--- src/rtl/c_ctrl_pkg.sv ---
// Shared encodings and defaults for the drive/free selector family.
// Combinational definitions only; no latency and no backpressure.
// Every block that takes a port count defaults to C_NUM_PORTS.
package c_ctrl_pkg;

  localparam int C_NUM_PORTS = 4;

  typedef enum logic [1:0] {
    ST_IDLE  = 2'd0,
    ST_DRIVE = 2'd1,
    ST_WAIT  = 2'd2,
    ST_FREE  = 2'd3
  } ctrlState_t;

endpackage

--- src/rtl/c_rr_arb4.sv ---
// Round-robin pick: the first request at or after ptr, with wrap-around, wins.
// Latency: combinational, zero cycles.
// Backpressure: none; the caller decides when the grant is consumed.
module c_rr_arb4
  import c_ctrl_pkg::*;
#(
  parameter int NUM_PORTS = C_NUM_PORTS,
  parameter int PTR_W     = $clog2(NUM_PORTS)
) (
  input  logic [NUM_PORTS-1:0] req,
  input  logic [PTR_W-1:0]     ptr,
  output logic [NUM_PORTS-1:0] gnt,
  output logic                 vld
);

  localparam logic [NUM_PORTS-1:0] ONE = NUM_PORTS'(1);

  logic [NUM_PORTS-1:0] reqRot;
  logic [NUM_PORTS-1:0] gntRot;

  // Rotate so ptr sits at bit 0, keep the lowest set bit, then rotate back.
  always_comb begin
    reqRot = '0;
    gnt    = '0;
    for (int i = 0; i < NUM_PORTS; i++) begin
      reqRot[i] = req[(i + int'(ptr)) % NUM_PORTS];
    end
    gntRot = reqRot & (~reqRot + ONE);
    for (int i = 0; i < NUM_PORTS; i++) begin
      gnt[(i + int'(ptr)) % NUM_PORTS] = gntRot[i];
    end
    vld = |req;
  end

endmodule

--- src/rtl/c_merge4_sync.sv ---
// Merges NUM_PORTS drive/free channels onto one downstream channel, granting one at a time by round-robin.
// Latency: i_drive to o_driveNext is 2 cycles; i_freeNext to o_free is 1 cycle.
// Backpressure: each port holds at most one pending request; repeat requests coalesce and raise o_err.
module c_merge4_sync
  import c_ctrl_pkg::*;
#(
  parameter int NUM_PORTS = C_NUM_PORTS
) (
  input  logic                 clk,
  input  logic                 rstn,
  input  logic [NUM_PORTS-1:0] i_drive,
  output logic [NUM_PORTS-1:0] o_free,
  output logic                 o_driveNext,
  input  logic                 i_freeNext,
  output logic [NUM_PORTS-1:0] o_select,
  output logic                 o_busy,
  output logic                 o_err
);

  localparam int PTR_W = $clog2(NUM_PORTS);

  ctrlState_t           state;
  ctrlState_t           stateNxt;
  logic [NUM_PORTS-1:0] pending;
  logic [NUM_PORTS-1:0] pendingNxt;
  logic [NUM_PORTS-1:0] clrMask;
  logic [NUM_PORTS-1:0] arbGnt;
  logic [NUM_PORTS-1:0] selNxt;
  logic                 arbVld;
  logic [PTR_W-1:0]     rrPtr;
  logic [PTR_W-1:0]     rrPtrNxt;
  logic [PTR_W-1:0]     selIdx;
  logic                 freeExpected;
  logic                 errNxt;

  c_rr_arb4 #(
    .NUM_PORTS(NUM_PORTS),
    .PTR_W    (PTR_W)
  ) uArb (
    .req(pending),
    .ptr(rrPtr),
    .gnt(arbGnt),
    .vld(arbVld)
  );

  always_ff @(posedge clk or negedge rstn) begin
    if (!rstn) begin
      state <= ST_IDLE;
    end else begin
      state <= stateNxt;
    end
  end

  // o_select doubles as the latched grant for the whole DRIVE..FREE span.
  always_comb begin
    stateNxt = state;
    selNxt   = o_select;
    case (state)
      ST_IDLE: begin
        if (arbVld) begin
          stateNxt = ST_DRIVE;
          selNxt   = arbGnt;
        end
      end
      ST_DRIVE: stateNxt = i_freeNext ? ST_FREE : ST_WAIT;
      ST_WAIT:  if (i_freeNext) stateNxt = ST_FREE;
      ST_FREE:  stateNxt = ST_IDLE;
      default:  stateNxt = ST_IDLE;
    endcase
    if (stateNxt == ST_IDLE) begin
      selNxt = '0;
    end
  end

  always_comb begin
    selIdx = '0;
    for (int k = 0; k < NUM_PORTS; k++) begin
      if (o_select[k]) selIdx = PTR_W'(k);
    end
  end

  always_comb begin
    freeExpected = (state == ST_DRIVE) || (state == ST_WAIT);
    clrMask      = (freeExpected && i_freeNext) ? o_select : '0;
    // A fresh request landing on the clearing edge survives as a new request.
    pendingNxt   = (pending & ~clrMask) | i_drive;
    errNxt       = o_err
                 | (|(i_drive & pending & ~clrMask))
                 | (i_freeNext && !freeExpected);
    rrPtrNxt     = rrPtr;
    if (state == ST_FREE) begin
      rrPtrNxt = (selIdx == PTR_W'(NUM_PORTS - 1)) ? '0 : selIdx + PTR_W'(1);
    end
  end

  always_ff @(posedge clk or negedge rstn) begin
    if (!rstn) begin
      pending     <= '0;
      rrPtr       <= '0;
      o_err       <= 1'b0;
      o_select    <= '0;
      o_driveNext <= 1'b0;
      o_free      <= '0;
      o_busy      <= 1'b0;
    end else begin
      pending     <= pendingNxt;
      rrPtr       <= rrPtrNxt;
      o_err       <= errNxt;
      o_select    <= selNxt;
      o_driveNext <= (stateNxt == ST_DRIVE);
      o_free      <= (stateNxt == ST_FREE) ? selNxt : '0;
      o_busy      <= (stateNxt != ST_IDLE);
    end
  end

endmodule

--- config.mk ---
export PLATFORM = sky130hd
export DESIGN_NAME = c_merge4_sync
export DESIGN_NICKNAME = d
export VERILOG_FILES = /design/src/rtl/c_ctrl_pkg.sv /design/src/rtl/c_rr_arb4.sv /design/src/rtl/c_merge4_sync.sv
export SDC_FILE = /design/constraint.sdc
export NUM_CORES = 1
export LEC_CHECK = 0
export ABC_AREA = 1
export CAP_MARGIN = 30
export CORE_AREA = 2 2 60 45
export CTS_CLUSTER_SIZE = 40
export DETAILED_ROUTE_END_ITERATION = 16
export DIE_AREA = 0 0 62 47
export PLACE_DENSITY = 0.91
export SLEW_MARGIN = 20
export SYNTH_ARGS = -nofsm -noshare
export SYNTH_HDL_FRONTEND = slang
export SYNTH_HIERARCHICAL = 1
export SYNTH_SLANG_ARGS = --single-unit
--- constraint.sdc ---
create_clock -name clk -period 4.3 [get_ports clk]
set_clock_uncertainty 0.05 [all_clocks]
set_input_delay 0.645 -clock clk [delete_from_list [all_inputs] [get_ports clk]]
set_output_delay 0.645 -clock clk [all_outputs]
set_load 0.03 [all_outputs]
==> impl_metrics.env, run 1 <==
export IMPL_run_status="completed"
export IMPL_dr_pass1_iters=4
export IMPL_grt_start_max_net_pins=20
export IMPL_area_delta_synth_final_pct=18.4
export IMPL_startpoint_type="flip-flop"
export IMPL_worstSetupPathType="reg -> out"
export IMPL_vias=1159
export IMPL_dp_hpwl_mm=2.10
export IMPL_port_buffers=17
export IMPL_finalWeightedCongestion=0.929
export IMPL_cts_made_buffers=3
export IMPL_worstPathBufferInverterCount=1
export IMPL_timing_final_max_slew_violations=0
export IMPL_setup_violations=0
export IMPL_timing_critical_path_fanout_max=5
export IMPL_initialDrtViolationCount=56
export IMPL_mostFrequentLayoutCells="55 x sky130_fd_sc_hd__nand2_1, 25 x sky130_fd_sc_hd__inv_1, 19 x sky130_fd_sc_hd__dfrtp_1"
export IMPL_syn_nets=196
export IMPL_finish_net_count=218
export IMPL_clock_sinks=19
export IMPL_crit_path_cell_trace="clkdlybuf4s50_1"
export IMPL_drt_antenna_violating_nets=0
export IMPL_cell_area_after_placement_sq_um=1520
export IMPL_grt_setup_unrepaired="false"
export IMPL_leakagePower_nw=0.843
export IMPL_hold_viol=0
export IMPL_cts_hold_fix_buffers=0
export IMPL_mapped_area_sq_um=1310
export IMPL_total_negative_slack_for_setup_checks_ns=0
export IMPL_wire_per_inst_um=11.2
export IMPL_critical_path_slowest_cell="sky130_fd_sc_hd__clkdlybuf4s50_1"
export IMPL_power_mw=1.20
export IMPL_slew_headroom_pct=44.8
export IMPL_crit_required_ns=3.61
export IMPL_fmax_mhz=464
export IMPL_synth_cell_types=15
export IMPL_post_synth_main_area_contributors="sky130_fd_sc_hd__dfrtp_1 36%, sky130_fd_sc_hd__nand2_1 16%, sky130_fd_sc_hd__ha_1 11%, sky130_fd_sc_hd__inv_1 7.2%, sky130_fd_sc_hd__nand3_1 6.9%"
export IMPL_grt_pass1_vias=945
export IMPL_postSynthCellCount=177
export IMPL_worst_setup_path_end_kind="output pin"
export IMPL_grt_total_usage_pct=19.3
export IMPL_hold_worst_slack_ns=0.527
export IMPL_synthDominantAreaCellType="sky130_fd_sc_hd__dfrtp_1"
export IMPL_pin_count=18
export IMPL_power_ir_vdd_worst_mv=0.355
export IMPL_die_h_um=47
export IMPL_detail_route_drc_violations=0
export IMPL_tightestPinTransition_ns=0.826
export IMPL_synthesis_yosys_warnings=6
export IMPL_num_antenna_cells=0
export IMPL_cts_repair_resize_count=0
export IMPL_post_cts_buffers=0
export IMPL_synth_seq_area_share_pct=36.4
export IMPL_buffer_cell_driving_the_clock_tree_root="sky130_fd_sc_hd__clkbuf_4"
export IMPL_clock_tree_buffer_depth=2
export IMPL_global_route_overflow_total=0
export IMPL_min_path_type="reg -> reg"
export IMPL_cpLargestDelayFamily="buffers and inverters"
export IMPL_start_util_pct=55.7
export IMPL_worst_ep_arrival_time_ns=1.46
export IMPL_clock_insertion_delay_worst_skew_ns=0.30
export IMPL_routed_wl_mm=2.59
export IMPL_core_area_sq_um=2350
export IMPL_die_area_sq_um=2910
export IMPL_die_w_um=62
export IMPL_antenna_found_initial=0
export IMPL_layout_worst_path_cycle_share_pct=50.1
export IMPL_power_density_nw_per_um2=777
export IMPL_ctsHtreeMaxLevel=1
export IMPL_via_per_inst=5.00
export IMPL_period_needed_ns=2.15
export IMPL_max_cap_violations=0
export IMPL_count_of_fill_cells_added_during_filler_insertion=202
export IMPL_clock_transition_at_path_regs_ns=0.11
export IMPL_placed_cells=228
export IMPL_tritoncts="built"
export IMPL_finished_layout_cell_area_sq_um=1550
export IMPL_most_common_cell_after_layout_fill_and_taps_aside="sky130_fd_sc_hd__nand2_1"
export IMPL_avgSynthCellArea_sq_um=7.39
export IMPL_yosysTopAreaCellShare_pct=36.4
export IMPL_crit_path_max_incr_delay_ns=0.70
export IMPL_layout_cell_share_with_drive_strength_beyond_1_pct=11.1
export IMPL_grt_first_pass_wirelength_mm=4.03
export IMPL_placementRows=15
export IMPL_final_cell_count_no_fill=232
export IMPL_ys_ff_latch=19
cells in the mapped netlist:
| master | count |
|---|---|
| sky130_fd_sc_hd__a21o_1 | 4 |
| sky130_fd_sc_hd__a21oi_1 | 8 |
| sky130_fd_sc_hd__dfrtp_1 | 19 |
| sky130_fd_sc_hd__ha_1 | 12 |
| sky130_fd_sc_hd__inv_1 | 25 |
| sky130_fd_sc_hd__inv_2 | 3 |
| sky130_fd_sc_hd__nand2_1 | 55 |
| sky130_fd_sc_hd__nand2_2 | 7 |
| sky130_fd_sc_hd__nand2_4 | 2 |
| sky130_fd_sc_hd__nand3_1 | 18 |
| sky130_fd_sc_hd__nand3_2 | 5 |
| sky130_fd_sc_hd__nand4_1 | 2 |
| sky130_fd_sc_hd__nor2_1 | 8 |
| sky130_fd_sc_hd__nor2_4 | 1 |
| sky130_fd_sc_hd__o21ai_0 | 8 |
layout make-up:
type	instances	area (sq um)	share of cell area, %
clock inverters	1	5.00	0.323
repair buffers	17	170	11.0
well taps	34	42.5	2.75
inverters	28	105	6.79
multi-input cells	130	727	47.0
flip-flops and latches	19	475	30.7
clock buffers	3	22.5	1.46
metrics by stage:
| step | util, % | worst slack (ns) |
|---|---|---|
| after floorplan | - | 2.46 |
| after global placement | 64.8 | 2.26 |
| after detailed placement | 64.8 | 2.22 |
| after CTS | 66.0 | 2.15 |
| after global routing | 66.0 | 2.00 |
| final | 66.0 | 2.15 |
cells by family (layout without fill, tap and decap cells):
| family | Yosys count | in the layout | share of synthesized area [%] |
|---|---|---|---|
| AO/OA/AOI/OAI | 20 | 20 | 8.42 |
| adder cells (fa/ha/maj) | 12 | 12 | 11.5 |
| buffers and inverters | 28 | 49 | 8.04 |
| AND/OR/NAND/NOR | 98 | 98 | 35.7 |
| flip-flops | 19 | 19 | 36.4 |
report_power, final:
part	total, mW	leakage, nW	internal (mW)	switching (mW)
Clock	0.0880	0.0177	0.0346	0.0534
Sequential	0.314	0.224	0.245	0.0683
Combinational	0.801	0.601	0.280	0.521
flip-flops by register name, indices dropped and copies added, names as in the netlist:
register	flops
o_free	4
o_select	4
pending	4
rrPtr	2
state	2
o_busy	1
o_driveNext	1
o_err	1
path summary, 6_finish.rpt:
path	startpoint	end	slack [ns]	cells past startpoint
min in group asynchronous	rstn	o_free[0]	0.76	1
setup / recovery	o_select[2]	o_select[2]	2.15	1
setup reg to reg	rrPtr[0]	o_free[3]	2.16	11
hold / removal	pending[1]	pending[1]	0.53	1
hold reg to reg	pending[1]	pending[1]	0.53	1
max in group asynchronous	rstn	rrPtr[1]	2.92	1
metal layers:
metal | track usage, % | share of wire [%] | up-vias
met5 | 0 | 0 | -
met4 | 5.53 | 0.19 | 0
met2 | 29.2 | 44 | 39
met3 | 4.96 | 5.9 | 2
li1 | - | - | 601
met1 | 27.6 | 50 | 517
Note: power is estimated with default switching activity, not from simulation.
==> inputs of run 2 (changes only) <==
- CORE_AREA: 2 2 60 45 -> 2 2 65 49
- DIE_AREA: 0 0 62 47 -> 0 0 67 51
- PLACE_DENSITY: 0.91 -> 0.82
- clock period: 4.3 -> 1.86 ns (I/O delays scaled with it)
==> impl_metrics.env, run 2 (synthesis gave the netlist of run 1 again) <==
export IMPL_count_of_fill_cells_added_during_filler_insertion=271
export IMPL_die_w_um=67
export IMPL_leakagePower_nw=0.874
export IMPL_cts_made_buffers=3
export IMPL_grt_total_usage_pct=18.7
export IMPL_period_needed_ns=1.74
export IMPL_power_mw=3.02
export IMPL_hold_viol=0
export IMPL_ctsHtreeMaxLevel=1
export IMPL_top_regs="o_free x4, o_select x4, pending x4"
export IMPL_vias=1186
export IMPL_routed_wl_mm=2.83
export IMPL_crit_path_max_incr_delay_ns=0.39
export IMPL_layout_worst_path_cycle_share_pct=93.4
export IMPL_power_density_nw_per_um2=1860
export IMPL_mostFrequentLayoutCells="55 x sky130_fd_sc_hd__nand2_1, 23 x sky130_fd_sc_hd__inv_1, 19 x sky130_fd_sc_hd__dfrtp_1"
export IMPL_max_cap_violations=0
export IMPL_seq_area_sq_um=475
export IMPL_post_cts_buffers=0
export IMPL_tritoncts="built"
export IMPL_buffer_cell_driving_the_clock_tree_root="sky130_fd_sc_hd__clkbuf_8"
export IMPL_finish_net_count=223
export IMPL_multi_input_area_sq_um=743
export IMPL_via_per_inst=4.92
export IMPL_startpoint_type="flip-flop"
export IMPL_dr_pass1_iters=4
export IMPL_finalWeightedCongestion=0.875
export IMPL_drt_antenna_violating_nets=0
export IMPL_run_status="completed"
export IMPL_wire_per_inst_um=11.8
export IMPL_setup_violations=0
export IMPL_clock_transition_at_path_regs_ns=0.07
export IMPL_initialDrtViolationCount=36
export IMPL_placementRows=17
export IMPL_port_buffers=17
export IMPL_postLayoutSetupSlackWorst_ns=0.122
export IMPL_core_area_sq_um=2890
export IMPL_cts_hold_fix_buffers=0
export IMPL_crit_path_cell_trace="inv_2 > ha_4 > inv_2 > nand3_1 > nand2_2 > nand2_4 > nor2_4 > nand2_1 > nand3_2 > o21ai_0 > a21oi_1"
export IMPL_clock_sinks=19
export IMPL_dp_slack_ns=0.0535
export IMPL_worstSetupPathType="reg -> reg"
export IMPL_layout_cell_share_with_drive_strength_beyond_1_pct=14.8
export IMPL_critical_path_slowest_cell="sky130_fd_sc_hd__dfrtp_1"
export IMPL_worst_setup_path_end_kind="flip-flop"
export IMPL_dp_hpwl_mm=2.17
export IMPL_global_route_overflow_total=0
export IMPL_num_antenna_cells=0
export IMPL_clock_insertion_delay_worst_skew_ns=0.26
export IMPL_grt_start_max_net_pins=20
export IMPL_grt_setup_unrepaired="false"
export IMPL_start_util_pct=45.2
export IMPL_pin_count=18
export IMPL_timing_critical_path_fanout_max=4
export IMPL_total_negative_slack_for_setup_checks_ns=0
export IMPL_tightestPinTransition_ns=0.311
export IMPL_min_path_type="in -> async"
export IMPL_slew_headroom_pct=79.2
export IMPL_clock_tree_buffer_depth=2
export IMPL_timing_final_max_slew_violations=0
export IMPL_most_common_cell_after_layout_fill_and_taps_aside="sky130_fd_sc_hd__nand2_1"
export IMPL_power_ir_vdd_worst_mv=0.712
export IMPL_grt_first_pass_wirelength_mm=4.83
export IMPL_crit_required_ns=1.99
export IMPL_grt_pass1_vias=1127
export IMPL_detail_route_drc_violations=0
export IMPL_worst_ep_arrival_time_ns=1.86
export IMPL_die_area_sq_um=3420
export IMPL_antenna_found_initial=0
export IMPL_area_delta_synth_final_pct=24.5
export IMPL_worst_path_most_repeated_cell="sky130_fd_sc_hd__inv_2"
export IMPL_die_h_um=51
export IMPL_fmax_mhz=576
[run 2: cell types whose count changed in the layout (fill, tap and decap cells not counted), moves of 2 or more]
cell / previous run / this run
sky130_fd_sc_hd__clkbuf_8: 0 / 3
sky130_fd_sc_hd__inv_1: 25 / 23
sky130_fd_sc_hd__inv_2: 3 / 5
sky130_fd_sc_hd__clkbuf_4: 3 / 0
sky130_fd_sc_hd__buf_4: 0 / 4
[run 2: report_power, final]
| group | internal, mW | switching (mW) | total, mW |
|---|---|---|---|
| sequential | 0.569 | 0.122 | 0.691 |
| clock | 0.152 | 0.136 | 0.289 |
| combinational | 0.733 | 1.31 | 2.04 |
[run 2: worst max-delay path: cells and delay by family, from the launching register on]
kind | cells | cell delay, ns
AO/OA/AOI/OAI | 2 | 0.26
adder cells (fa/ha/maj) | 1 | 0.22
buffers and inverters | 2 | 0.17
flip-flops | 1 | 0.39
AND/OR/NAND/NOR | 6 | 0.56
[run 2: cell type report]
cell class / instances / share of cell area [%]
repair buffers: 22 / 13.0
multi-input cells: 130 / 45.7
inverters: 28 / 6.46
clock buffers: 4 / 2.77
flip-flops and latches: 19 / 29.2
well taps: 38 / 2.92
[run 2: layer usage]
layer	share of wire (%)	vias up	global-route usage [%]	routed length (um)
li1	-	612	-	-
met5	0	-	0	0
met1	45	535	25.3	1290
met2	47	33	29.9	1320
met4	1.4	0	5.10	40
met3	6.5	6	4.63	184
[run 2: final timing paths]
path,startpoint,slack [ns],endpoint,cells past startpoint
worst max-delay path,rrPtr[0],0.12,o_select[0],11
worst min register to register,pending[1],0.52,pending[1],1
worst max register to register,rrPtr[0],0.12,o_select[0],11
max in group asynchronous,rstn,1.26,pending[0],2
worst min-delay path,rstn,0.30,o_select[0],2
min in group clk,pending[1],0.52,pending[1],1
[run 2: metrics by stage]
step	cell area, sq um	util (%)	std cells	hold slack, ns
CTS	1610	55.6	241	0.304
global route	1630	56.3	241	0.326
floorplan	1310	-	177	-0.0666
finish	1630	56.3	241	0.296
global placement	1560	54.0	237	0.496
detailed placement	1560	54.0	237	0.506
[run 2: repair_timing]
action                                  in CTS  in global routing
endpoints found under the hold margin        0                  0
endpoints found under the setup margin       0                  8
gates resized for setup                      0                  6
==> RTL change 1, RTL diff (settings of run 2) <==
Register the inputs `i_drive` and `i_freeNext` before use, without a reset. The logic sees them one clock later. Comments in the files are not updated.
--- a/src/rtl/c_merge4_sync.sv
+++ b/src/rtl/c_merge4_sync.sv
@@ -18,6 +18,14 @@
 );
 
   localparam int PTR_W = $clog2(NUM_PORTS);
+
+  logic [NUM_PORTS-1:0] i_drive_q;
+  logic i_freeNext_q;
+
+  always_ff @(posedge clk) begin
+    i_drive_q    <= i_drive;
+    i_freeNext_q <= i_freeNext;
+  end
 
   ctrlState_t           state;
   ctrlState_t           stateNxt;
@@ -62,8 +70,8 @@
           selNxt   = arbGnt;
         end
       end
-      ST_DRIVE: stateNxt = i_freeNext ? ST_FREE : ST_WAIT;
-      ST_WAIT:  if (i_freeNext) stateNxt = ST_FREE;
+      ST_DRIVE: stateNxt = i_freeNext_q ? ST_FREE : ST_WAIT;
+      ST_WAIT:  if (i_freeNext_q) stateNxt = ST_FREE;
       ST_FREE:  stateNxt = ST_IDLE;
       default:  stateNxt = ST_IDLE;
     endcase
@@ -81,12 +89,12 @@
 
   always_comb begin
     freeExpected = (state == ST_DRIVE) || (state == ST_WAIT);
-    clrMask      = (freeExpected && i_freeNext) ? o_select : '0;
+    clrMask      = (freeExpected && i_freeNext_q) ? o_select : '0;
     // A fresh request landing on the clearing edge survives as a new request.
-    pendingNxt   = (pending & ~clrMask) | i_drive;
+    pendingNxt   = (pending & ~clrMask) | i_drive_q;
     errNxt       = o_err
-                 | (|(i_drive & pending & ~clrMask))
-                 | (i_freeNext && !freeExpected);
+                 | (|(i_drive_q & pending & ~clrMask))
+                 | (i_freeNext_q && !freeExpected);
     rrPtrNxt     = rrPtr;
     if (state == ST_FREE) begin
       rrPtrNxt = (selIdx == PTR_W'(NUM_PORTS - 1)) ? '0 : selIdx + PTR_W'(1);
Check against the original RTL: not equivalent (a bounded check fails within 4 cycles, from zero or initial values and one cycle with rstn low).
==> RTL change 1 against run 2 <==
- routed wire length rose by 9.2%
- sequential cell count rose by 5
- synthesized area rose by 16%
- power rose by 10%
- die area did not move
- maximum frequency fell by 2.0%
- critical path depth rose by 2
- worst setup slack got worse by 0.035 ns
- design area rose by 17%
- global-route usage rose by 1.8 points
- critical path type unchanged
- largest cell class unchanged
==> RTL change 1: results (changes against run 2) <==
** Finish
- # nets final :: 246 (was 223)
- The proportion of layout cells with a drive suffix above 1 came to 24.78% (was 14.78%).

** GRT
- The global-route usage over all layers was 20.55% (was 18.74%).
- The via count of the first global-routing pass was 1167 (was 1127).
- Met2 Resource Use GR :: 32.84% (was 29.87%)
- First-pass GRT wire length :: 5244 microns (was 4830 microns)
- Met1 GRT Util :: 28.23% (was 25.31%)

** Detailed routing
- The wire length on met3 came to 197 microns (was 184 microns).
- Initial DRC count :: 76 (was 36)
- Total number of vias :: 1284 (was 1186)
- The number of detailed-routing iterations run before antenna repair is 4 (unchanged).
- Total met2 wirelength after detailed routing :: 1433 microns (was 1322 microns)
- Aggregate routed wire length :: 3096 microns (was 2834 microns)
- DRT met1 WL :: 1447 microns (was 1287 microns)

** Critical path
- The launching point of the worst reg2reg path is rrPtr[1] (was rrPtr[0]).
- The internal reg-to-reg setup slack was 0.09 ns (was 0.12 ns).
- The endpoint of the lowest-slack register-to-register path is o_free[2] (was o_select[0]).
- Worst reg-to-reg path cell count :: 13 (was 11)
- Data arrival at the endpoint of the critical path :: 1.93 ns (was 1.86 ns)

** Synthesis
- The synthesized-area fraction occupied by ao, oa, aoi and oai cells is 4.545% (was 8.421%).
- Adder-cell share of the synthesized area :: 9.917% (was 11.48%)
- Cells taking the most area after synthesis :: dfrtp_1 31%, nand2_1 14%, ha_1 9.9%, inv_1 9.2%, dfxtp_1 6.6% (was dfrtp_1 36%, nand2_1 16%, ha_1 11%, inv_1 7.2%, nand3_1 6.9%)
- The net count after synthesis came to 218 (was 196).
- Post-synth top cells: 58 x nand2_1, 37 x inv_1, 19 x dfrtp_1, 18 x nand3_1, 12 x ha_1 (was 55 x nand2_1, 25 x inv_1, 19 x dfrtp_1, 18 x nand3_1, 12 x ha_1).
- Proportion of synthesized chip area in sequential cells :: 38.02% (was 36.36%)
- Number of unique standard cell types used by synthesis :: 22 (was 15)
- Async SR Flop Fraction :: 79.17% (was 100.0%)

** Placed design
- The worst-case setup slack after placement is -0.03740 ns (was 0.05350 ns).
- The final HPWL from detailed placement was 2329 microns (was 2168 microns).
- Placer congestion estimate :: 0.8689 (was 0.8754)
- The post-placement cell area is 0.001784 sq mm (was 0.001563 sq mm).

** STA
- Transition time at the pin with the least slew margin :: 0.3332 ns (was 0.3106 ns)
- The post-route worst hold slack is 0.2865 ns (was 0.2955 ns).
- Min cycle time layout :: 1.772 ns (was 1.738 ns)

** Power and ir drop
- The worst supply voltage drop on vdd came to 0.0008639 V (was 0.0007119 V).
- The leakage dissipation is 0.9863 nW (was 0.8742 nW).

** CTS
- The maximum number of buffers from clock root to sink is 2 (unchanged).
- The clock-pin slew on the worst setup and hold paths is 0.09 ns (was 0.07 ns).

** Status
- Run status: complete, no violations (unchanged).
RTL change 1: stage by stage:
step	TNS, ns	utilization [%]	instances
6_report	0	65.87	264
5_1_grt	-0.05177	65.87	264
4_1_cts	0	64.71	264
3_5_place_dp	-0.05461	61.68	260
3_3_place_gp	0	61.68	260
2_1_floorplan	-0.04024	-	199
RTL change 1: final cells by class:
type / count / area [sq um]
Fill cell: 258 / 987.2
Multi-Input combinational cell: 135 / 828.3
Sequential cell: 24 / 578.1
Timing Repair Buffer: 23 / 222.7
Inverter: 40 / 157.7
Tap cell: 38 / 47.55
Clock buffer: 3 / 41.29
Clock inverter: 1 / 30.03
RTL change 1: what timing repair did:
item / CTS / global route
resized for setup: 5 / 11
setup endpoints to repair: 7 / 8
gates cloned: 0 / 0
pin swaps: 1 / 8
RTL change 1: worst max-delay path, stage by stage (launching register included):
cell and delay (ns):
dfrtp_2 0.42, inv_2 0.09, ha_4 0.21, inv_2 0.06, nand3_1 0.08, nand2_2 0.11, nand2_4 0.06, nor2_4 0.13
nand2_1 0.08, nand3_2 0.08, inv_1 0.05, o21ai_2 0.12, inv_1 0.07, nor2_2 0.09
RTL change 1: where the power goes:
group	switching (W)	internal [W]	total [W]
registers	0.000102	0.000644	0.000745
logic	0.00134	0.000783	0.00212
clock network	0.000172	0.000288	0.000460
total	0.00162	0.00171	0.00333
RTL change 1: how the worst min path moves through the flow:
stage | cells past startpoint | end | start
floorplan | 0 | o_busy | rstn
global placement | 1 | pending[0] | i_drive_q[0]
detailed placement | 1 | pending[0] | i_drive_q[0]
CTS | 2 | state[0] | rstn
global route | 2 | o_driveNext | rstn
finish | 2 | o_driveNext | rstn
==> RTL change 2, RTL diff (settings of run 2) <==
Made on the original files. The package constant `C_NUM_PORTS` goes from 4 to 2.
--- a/src/rtl/c_ctrl_pkg.sv
+++ b/src/rtl/c_ctrl_pkg.sv
@@ -3,7 +3,7 @@
 // Every block that takes a port count defaults to C_NUM_PORTS.
 package c_ctrl_pkg;
 
-  localparam int C_NUM_PORTS = 4;
+  localparam int C_NUM_PORTS = 2;
 
   typedef enum logic [1:0] {
     ST_IDLE  = 2'd0,
Interface: changed (resized i_drive, o_free and o_select); port bits go from 18 to 12. The function was not compared with the original's and may differ.
==> RTL change 2 against run 2 <==
- count of clock-buffer cells in the layout is the same
- sequential power shrank 37%
- core utilization shrank 28 points
- routed wire length shrank 60%
- synthesized area shrank 53%
- worst hold slack gained 0.046 ns
- worst setup slack gained 0.097 ns
- register-to-register slack gained 0.32 ns
- critical path type is now flop to output pin
- sequential cell count shrank 7
- power shrank 50%
- design area shrank 50%
- sequential share of layout area grew 7.4 points
- critical path depth shrank 10
==> RTL change 2: results (changes against run 2) <==
** Status
- Run status :: complete, no violations (unchanged)

** Detailed routing
- The initial DRC count is 11 (was 36).
- Routed len/inst :: 9.339 microns (was 11.76 microns)
- The routed via count was 477 (was 1186).

** Synthesis
- Compound-cell area share of the yosys netlist :: 7.317% (was 8.421%)
- Adder-cell share of the synthesized area :: 10.16% (was 11.48%)
- Proportion of synthesized chip area in sequential cells :: 48.78% (was 36.36%)
- Mean post-synth cell area :: 8.922 sq um (was 7.387 sq um)
- Total nets after synthesis :: 79 (was 196)
- Post-synth top cells: 15 x nand2_1, 12 x dfrtp_1, 9 x inv_1, 5 x a21oi_1, 5 x ha_1 (was 55 x nand2_1, 25 x inv_1, 19 x dfrtp_1, 18 x nand3_1, 12 x ha_1).
- The warning count from the yosys run came to 6 (unchanged).
- The fraction of registers with async set/reset came to 100.0% (unchanged).
- Cells taking the most area after synthesis :: dfrtp_1 49%, ha_1 10%, nand2_1 9.1%, inv_1 5.5%, a21oi_1 4.1% (was dfrtp_1 36%, nand2_1 16%, ha_1 11%, inv_1 7.2%, nand3_1 6.9%)

** CTS
- CTS clk-pin slew, worst paths :: 0.05 ns (was 0.07 ns)

** Power and ir drop
- The worst supply voltage drop on vdd was 0.0004095 V (was 0.0007119 V).
- Leak :: 0.3924 nW (was 0.8742 nW)

** Critical path
- Critical path's top delay family :: buffers and inverters (was simple AND/OR/NAND/NOR gates)
- The longest individual stage delay on the worst path is 0.69 ns (was 0.39 ns).
- Data arrival at the endpoint of the critical path :: 1.31 ns (was 1.86 ns)
- Worst-path cell with the longest stage delay :: clkdlybuf4s50_1 (was dfrtp_1)
- The endpoint of the lowest-slack register-to-register path is pending[1] (was o_select[0]).
- The length in cells of the worst reg-to-reg path was 6 (was 11).
- The launching point of the worst reg2reg path is state[0] (was rrPtr[0]).

** STA
- Worst rel slew slack :: 64.38% (was 79.23%)
- Final worst-path cycle share :: 88.22% (was 93.42%)

** Finish
- # nets final :: 94 (was 223)
- Ratio of cells with drive above 1 in the final layout :: 14.46% (was 14.78%)
- The number of filler instances in the final layout came to 322 (was 271).
- The final standard cell count with taps included and fillers excluded came to 121 (was 241).

** GRT
- GR Util All Layers :: 7.796% (was 18.74%)
- The maximum number of pins on one net before global-route repair is 13 (was 20).
- The global-route wire length before repair came to 2007 microns (was 4830 microns).
- Via count of the first global-routing pass :: 452 (was 1127)

** Placed design
- Placer congestion estimate :: 0.8529 (was 0.8754)
- The worst-case setup slack after placement is 0.4198 ns (was 0.05350 ns).
- The cell total after placement came to 117 (was 237).
- Hpwl dp :: 928.5 microns (was 2168 microns)
- The post-placement cell area came to 765.7 sq um (was 0.001563 sq mm).
- The number of I/O port buffers came to 11 (was 17).

** Min path
- Tightest Hold Check Type :: primary input to asynchronous set/reset pin (unchanged)
## RTL change 2: power by group through the flow
stage | Combinational [W] | Sequential (W) | Clock, W
finish | 0.000807 | 0.000436 | 0.000276
CTS | 0.000814 | 0.000437 | 0.000286
global placement | 0.000771 | 0.000437 | 0
floorplan | 0.000499 | 0.000523 | 0
detailed placement | 0.000812 | 0.000440 | 0
global route | 0.000908 | 0.000451 | 0.000296
## RTL change 2: area by class of cell
class	count	area [sq um]	area share, %
sequential	12	300.3	36.59
multi-input combinational	45	266.5	32.47
timing repair buffer	11	110.1	13.41
clock buffer	4	55.05	6.707
tap	38	47.55	5.793
inverter	11	41.29	5.030
## RTL change 2: logic make-up after synthesis
kind of cell,count (synthesis)
adders and majority gates,5
DFF,12
buffers and inverters,12
and+or+nand+nor,31
AOI/OAI and AO/OA,9
## RTL change 2: worst max path at each step
stage                      from  slack (ns)           to
detailed placement   i_freeNext        0.42   pending[1]
global placement     i_freeNext        0.44   pending[1]
finish              o_select[0]        0.22  o_select[0]
CTS                 o_select[0]        0.21  o_select[0]
global route        o_select[0]        0.18  o_select[0]
floorplan              state[0]        0.58   pending[0]
## RTL change 2: layer usage
metal	track usage, %	share of wire, %	up-vias	routed length [microns]
li1	-	-	239	-
met1	9.016	41	219	459
met2	13.70	54	16	608
met3	2.643	4.7	3	53
met4	2.041	0.71	0	8
met5	0	0	-	0
## RTL change 2: through the flow
stage,util (%),hold slack (ns),power (W)
final,28.37,0.3415,0.001519
after floorplan,-,-0.06659,0.001022
after global placement,26.47,0.4379,0.001208
after global routing,28.37,0.3880,0.001655
after CTS,28.37,0.3567,0.001537
after detailed placement,26.47,0.4445,0.001252
